--- config.mk ---
export PLATFORM = sky130hd
export DESIGN_NAME = shift_sequencer
export DESIGN_NICKNAME = d
export VERILOG_FILES = /design/src/rtl/shift_sequencer.sv
export SDC_FILE = /design/constraint.sdc
export NUM_CORES = 1
export LEC_CHECK = 0
export CORE_UTILIZATION = 48
export DETAILED_ROUTE_END_ITERATION = 10
export GPL_TIMING_DRIVEN = 0
export PLACE_DENSITY = 0.86
export SETUP_SLACK_MARGIN = 0.5
export SYNTH_ARGS = -nofsm -noshare
export SYNTH_HDL_FRONTEND = slang
export SYNTH_SLANG_ARGS = --single-unit
--- constraint.sdc ---
create_clock -name clk -period 1.67 [get_ports clk]
set_input_delay 0.2505 -clock clk [delete_from_list [all_inputs] [get_ports clk]]
set_output_delay 0.2505 -clock clk [all_outputs]
set_load 0.01 [all_outputs]
--- src/rtl/shift_sequencer.sv ---
// shift_sequencer
//   Multi-cycle shift/rotate controller for the 16-bit ALU. Accepts one
//   command and applies one bit position per clock until the requested
//   amount has been shifted, then pulses done with result and flags.
//
// Ports
//   clk      in   system clock, rising-edge
//   rst_n    in   synchronous active-low reset
//   start    in   command request, sampled in IDLE or DONE only
//   op       in   000 SLL, 001 SRL, 010 SRA, 011 ROL, 100 ROR (others reserved)
//   amount   in   shift distance, 0..2^AMT_W-1
//   in_data  in   operand
//   busy     out  high while shifting
//   done     out  one-cycle pulse, result/flags valid
//   result   out  working register (shifted value)
//   carry    out  last bit shifted or rotated out
//   zero     out  result == 0
module shift_sequencer #(
   parameter int unsigned WIDTH = 16,
   parameter int unsigned AMT_W = 4
) (
   input  logic             clk,
   input  logic             rst_n,
   input  logic             start,
   input  logic [2:0]       op,
   input  logic [AMT_W-1:0] amount,
   input  logic [WIDTH-1:0] in_data,
   output logic             busy,
   output logic             done,
   output logic [WIDTH-1:0] result,
   output logic             carry,
   output logic             zero
);

   typedef enum logic [1:0] {
      IDLE  = 2'd0,
      SHIFT = 2'd1,
      DONE  = 2'd2
   } state_t;

   typedef enum logic [2:0] {
      OP_SLL = 3'b000,
      OP_SRL = 3'b001,
      OP_SRA = 3'b010,
      OP_ROL = 3'b011,
      OP_ROR = 3'b100
   } op_t;

   state_t           state_q, state_d;
   op_t              op_q, op_d;
   logic [WIDTH-1:0] work_q, work_d;
   logic             carry_q, carry_d;
   logic [AMT_W-1:0] count_q, count_d;

   // One 1-bit step: returns {bit shifted out, new value}.
   function automatic logic [WIDTH:0] step_fn(input op_t o, input logic [WIDTH-1:0] v);
      logic [WIDTH:0] r;
      case (o)
         OP_SLL:  r = {v[WIDTH-1], v[WIDTH-2:0], 1'b0};
         OP_SRL:  r = {v[0], 1'b0, v[WIDTH-1:1]};
         OP_SRA:  r = {v[0], v[WIDTH-1], v[WIDTH-1:1]};
         OP_ROL:  r = {v[WIDTH-1], v[WIDTH-2:0], v[WIDTH-1]};
         OP_ROR:  r = {v[0], v[0], v[WIDTH-1:1]};
         default: r = {1'b0, v};
      endcase
      return r;
   endfunction

   always_ff @(posedge clk) begin
      if (!rst_n) begin
         state_q <= IDLE;
         op_q    <= OP_SLL;
         work_q  <= '0;
         carry_q <= 1'b0;
         count_q <= '0;
      end else begin
         state_q <= state_d;
         op_q    <= op_d;
         work_q  <= work_d;
         carry_q <= carry_d;
         count_q <= count_d;
      end
   end

   always_comb begin
      state_d = state_q;
      op_d    = op_q;
      work_d  = work_q;
      carry_d = carry_q;
      count_d = count_q;
      case (state_q)
         IDLE, DONE: begin
            if (start) begin
               op_d    = op_t'(op);
               work_d  = in_data;
               carry_d = 1'b0;
               // Zero distance and reserved opcodes complete immediately
               // with the operand passed through unchanged.
               if (amount == '0 || op > 3'b100) begin
                  count_d = '0;
                  state_d = DONE;
               end else begin
                  count_d = amount;
                  state_d = SHIFT;
               end
            end else begin
               state_d = IDLE;
            end
         end
         SHIFT: begin
            {carry_d, work_d} = step_fn(op_q, work_q);
            count_d = count_q - AMT_W'(1);
            if (count_q == AMT_W'(1)) state_d = DONE;
         end
         default: state_d = IDLE;
      endcase
   end

   assign busy   = (state_q == SHIFT);
   assign done   = (state_q == DONE);
   assign result = work_q;
   assign carry  = carry_q;
   assign zero   = (work_q == '0);

endmodule

==> results by group, run 1 <==
Yosys
  – Syn_area_per_cell: 8.127 sq um
  – Yosys cell types: 41
  – Synthesized flop and latch total: 26
  – Synth Net Count: 234
  – Main synth FF type: dfxtp_1
  – Cell area after synthesis: 1674 sq um
  – Sequential share of the synthesized area: 31.09%
  – Syn Inst Count: 206
  – Post-synth ARST share: 0%
  – Post-synth EDFFs: 0
  – Yosys Warn Count: 0

Timing
  – Worst EP kind: primary output
  – Worst_ep grt: zero

Outcome
  – Status: aborted with a tool error
  – First Err: [ERROR DPL-0038] Utilization greater than 100%, impossible to legalize
  – Stop stage: 5_1_grt

Clock tree
  – Clock sink count: 26
  – Clock root buffer: clkbuf_4
  – H-tree depth: 1
  – CTS Buf Count: 3
  – Hold buffers post-CTS: 0
  – Clock buffer depth: 2

Floorplan
  – Boundary pin count: 46
  – Die Ht: 61.06 um
  – Chip width: 61.06 um
  – Row count: 21
  – Starting density of the core: 50.17%

Place
  – Placement Setup Slack: -0.1230 ns
  – Buffers on Ports: 45
  – Placed insts: 297
  – Hpwl dp: 3.297 mm
  – GPL Wtd Cong: 0.8608

Global route
  – Largest net degree at the start of global routing: 14
==> logic make-up after synthesis <==
kind of cell             count (synthesis)  share of synthesized area, %
AO/OA/AOI/OAI                           62                         28.03
buffers and inverters                   18                         7.623
flip-flops                              26                         31.09
adder cells (fa/ha/maj)                  2                         1.495
AND/OR/NAND/NOR                         93                         26.76
multiplexers                             2                         1.196
XOR/XNOR                                 3                         3.812
==> through the flow <==
step           setup TNS [ns]  instance area, sq um  util [%]
2_1_floorplan               0                  1714         -
3_5_place_dp          -0.8757                  2222     66.59
4_1_cts                     0                  3102     92.95
3_3_place_gp          -0.5155                  2222     66.59
==> what timing repair did <==
action,in CTS
gates resized for setup,213
pin swaps,36
cloned,4
setup buffers,48
setup endpoints to repair,46
==> Yosys cell counts (3+ instances only) <==
cell | n | area share (%)
a21boi_1 | 10 | 4.5
a21o_1 | 6 | 2.7
a21oi_1 | 16 | 4.8
a222oi_1 | 5 | 3.0
a22oi_1 | 3 | 1.3
buf_2 | 3 | 0.90
buf_4 | 3 | 1.3
buf_6 | 6 | 4.0
clkbuf_1 | 3 | 0.67
dfxtp_1 | 26 | 31
nand2_1 | 47 | 11
nand3_1 | 19 | 5.7
nor2_1 | 4 | 0.90
nor2b_1 | 5 | 1.9
nor4_1 | 5 | 1.9
o221a_1 | 9 | 6.1
==> run 2: changes to the inputs <==
- CORE_UTILIZATION: 48 -> 40
- PLACE_DENSITY: 0.86 -> default
- PLACE_DENSITY_LB_ADDON: default -> 0.15
- SETUP_SLACK_MARGIN: 0.5 -> default
==> results by group, run 2 <==
Floorplan
  – Chip width: 66.70 um (+9.2%)
  – Die Ht: 66.70 um (+9.2%)
  – Die area: 4448 sq um
  – Core Footprint: 4000 sq um
  – Boundary pin count: 46 (unchanged)
  – Starting density of the core: 41.85% (-8.3 points)
  – Row count: 23 (+9.5%)

Yosys
  – Post-synthesis simple-gate area fraction: 26.76% (unchanged)
  – Main combinational cell family by area after synthesis: compound AO/OA/AOI/OAI gates
  – Post-synth ARST share: 0% (unchanged)
  – Post-synth top cells: 47 x nand2_1, 26 x dfxtp_1, 19 x nand3_1
  – Post-synthesis compound-gate area fraction: 28.03% (unchanged)
  – Cell area after synthesis: 1674 sq um (unchanged)
  – Adder-cell share of the synthesized area: 1.495% (unchanged)
  – Area contributors post-synth: dfxtp_1 31%, nand2_1 11%, o221a_1 6.1%, nand3_1 5.7%, a21oi_1 4.8%
  – Top-area cell type share of the netlist area: 31.09% (unchanged)
  – XOR/XNOR Fraction of Synth Area: 3.812% (unchanged)
  – Largest area contributor in the netlist: dfxtp_1
  – Syn_area_per_cell: 8.127 sq um (unchanged)
  – Synth Net Count: 234 (unchanged)
  – Main synth FF type: dfxtp_1
  – Sequential share of the synthesized area: 31.09% (unchanged)
  – Yosys Warn Count: 0 (unchanged)
  – Synthesized flop and latch total: 26 (unchanged)
  – Count leader, synth: nand2_1
  – Syn Inst Count: 206 (unchanged)
  – Post-synth EDFFs: 0 (unchanged)
  – Mux contribution to synthesized area: 1.196% (unchanged)
  – Yosys cell types: 41 (unchanged)

Place
  – Placed insts: 301 (+1.3%)
  – Placed cell area: 2187 sq um (-1.6%)
  – Hpwl dp: 3.320 mm (+0.69%)
  – GPL Wtd Cong: 0.8832 (+2.6%)
  – Buffers on Ports: 45 (unchanged)

Routing
  – DRC: 0
  – Avg WL per Cell: 15.67 um
  – Post-DRT Antenna Nets: 0
  – Vias/cell: 5.766
  – Initial DRC Count: 185
  – DR pass1 iterations: 4
  – Via count: 1747
  – Final WL: 4.749 mm

Timing
  – Final Hold Fails: 0
  – RSZ-0062 raised after global routing: false
  – Max frequency: 621.7 MHz
  – Worst slew pin tran: 0.5580 ns
  – Setup violators final: 0
  – Min Tclk post-route: 1.609 ns
  – Slew Viols, Final: 0
  – Final Cycle Share: 96.32%
  – Relative slew margins: 62.80%
  – Clk_skew: 0.002730 ns

Pwr
  – Power Density: 772.6 nW/um^2
  – Leak pwr: 0.8075 nW
  – Worst VDD drop: 0.3732 mV

Global route
  – Largest net degree at the start of global routing: 14
  – Overall Global Routing Usage: 23.25%
  – GR Overflow Total: 0
  – Initial antenna violation count: 0
  – Number of global-route vias before repair: 1578
  – First-pass GRT wire length: 7.810 mm

Clock tree
  – Reg clk slew, reported paths: 0.09 ns
  – Setup bufs post-CTS: 0 (-100%)
  – Clock sink count: 26 (unchanged)
  – H-tree depth: 1 (unchanged)
  – CTS tree: done
  – Skew-Pair Late Insertion Delay: 0.27 ns
  – Hold buffers post-CTS: 0 (unchanged)
  – Clock root buffer: clkbuf_8
  – CTS Buf Count: 3 (unchanged)
  – Clock buffer depth: 2 (unchanged)

Min path
  – Hold crit path type: register to register

Setup path
  – CP Cell Sequence: clkdlybuf4s50_1
  – Crit Path Class: register to primary output
  – Critical Path RT: 1.42 ns
  – Top delay family on crit path: buffers and inverters
  – CP Launch Type: register
  – WP buf/inv: 1
  – Crit path DAT: 1.36 ns
  – Worst path max stage delay: 0.60 ns
  – CP max-delay cell: clkdlybuf4s50_1
  – Endpoint class of the critical path: primary output
  – CP max FO: 6

Flow run
  – Max-Cap Viols: 0

Final layout
  – Fraction of layout cells with a size suffix above 1: 13.83%
  – Post-layout instance area: 2262 sq um
  – Area grow syn2layout: 35.13%
  – Antenna cells: 0
  – Final nets: 283
  – Most frequent cells in the layout: 47 x nand2_1, 43 x clkdlybuf4s50_1, 19 x nand3_1
  – Final core utilization: 56.55%
  – Area of the multi-input gates: 1065 sq um
  – Leading cell type in the layout, fill and taps excluded: nand2_1
  – Non-Filler Instances: 303
  – Max reg flops: 16
  – Filler Cell Count: 373
  – Sequential cell area: 530.5 sq um

Outcome
  – Status: finished, final reports clean
## run 2: cells by family (layout without fill, tap and decap cells)
family / after synthesis / after routing
simple gates: 93 / 93
compound gates: 62 / 62
flops: 26 / 26
buf+inv: 18 / 65
xor+xnor: 3 / 3
fa+ha+maj: 2 / 2
mux: 2 / 2
## run 2: path summary, 6_finish.rpt
kind	start	end	slack, ns	cells past startpoint
setup / recovery	result[4]$_SDFFE_PN0P_	result[4]	0.06	1
hold / removal	count_q[3]$_SDFFE_PN0P_	count_q[3]$_SDFFE_PN0P_	0.54	2
setup reg to reg	state_q[1]$_SDFFE_PN0P_	result[10]$_SDFFE_PN0P_	0.17	6
hold reg to reg	count_q[3]$_SDFFE_PN0P_	count_q[3]$_SDFFE_PN0P_	0.54	2
## run 2: area by class of cell
class                      count  area share, %
inverter                       3         0.4978
timing repair buffer          45          19.75
sequential                    26          23.45
multi-input combinational    162          47.07
tap                           50          2.765
buffer                        14          4.646
clock buffer                   3          1.825
## run 2: timing repair
| action | CTS | global route |
|---|---|---|
| gates cloned | 0 | 0 |
| setup endpoints to repair | 2 | 9 |
| resized for setup | 11 | 10 |
| pin swaps | 1 | 1 |
## run 2: power breakdown
group / leakage [nW] / internal [W] / switching, W
registers: 0.217 / 0.000687 / 0.000102
clock network: 0.0216 / 0.000162 / 0.000202
logic: 0.568 / 0.000313 / 0.000281
## run 2: layer usage
| layer | share of wire, % | up-vias | GRT usage, % | wire (um) |
|---|---|---|---|---|
| met4 | 1.6 | 0 | 6.117 | 74 |
| li1 | - | 852 | - | - |
| met3 | 5.8 | 8 | 3.082 | 276 |
| met5 | 0 | - | 0 | 0 |
| met2 | 46 | 57 | 35.35 | 2171 |
| met1 | 47 | 830 | 33.92 | 2227 |
## run 2: through the flow
| stage | TNS [ns] | total power, W | worst slack (ns) | hold slack (ns) |
|---|---|---|---|---|
| floorplan | 0 | 0.001115 | 0.3614 | 0.3853 |
| global placement | -1.430 | 0.001370 | -0.1865 | 0.5375 |
| detailed placement | -1.902 | 0.001372 | -0.2162 | 0.5379 |
| CTS | 0 | 0.001741 | 0.0006296 | 0.5469 |
| global route | 0 | 0.001848 | 0.01025 | 0.5767 |
| finish | 0 | 0.001748 | 0.06144 | 0.5450 |
No activity file was read; power rests on OpenSTA's default activity.
==> run 3: changes to the inputs <==
- CORE_MARGIN: default -> 1
==> results of run 3 <==
No change in the layout: final DEF, timing and power equal those of run 2.
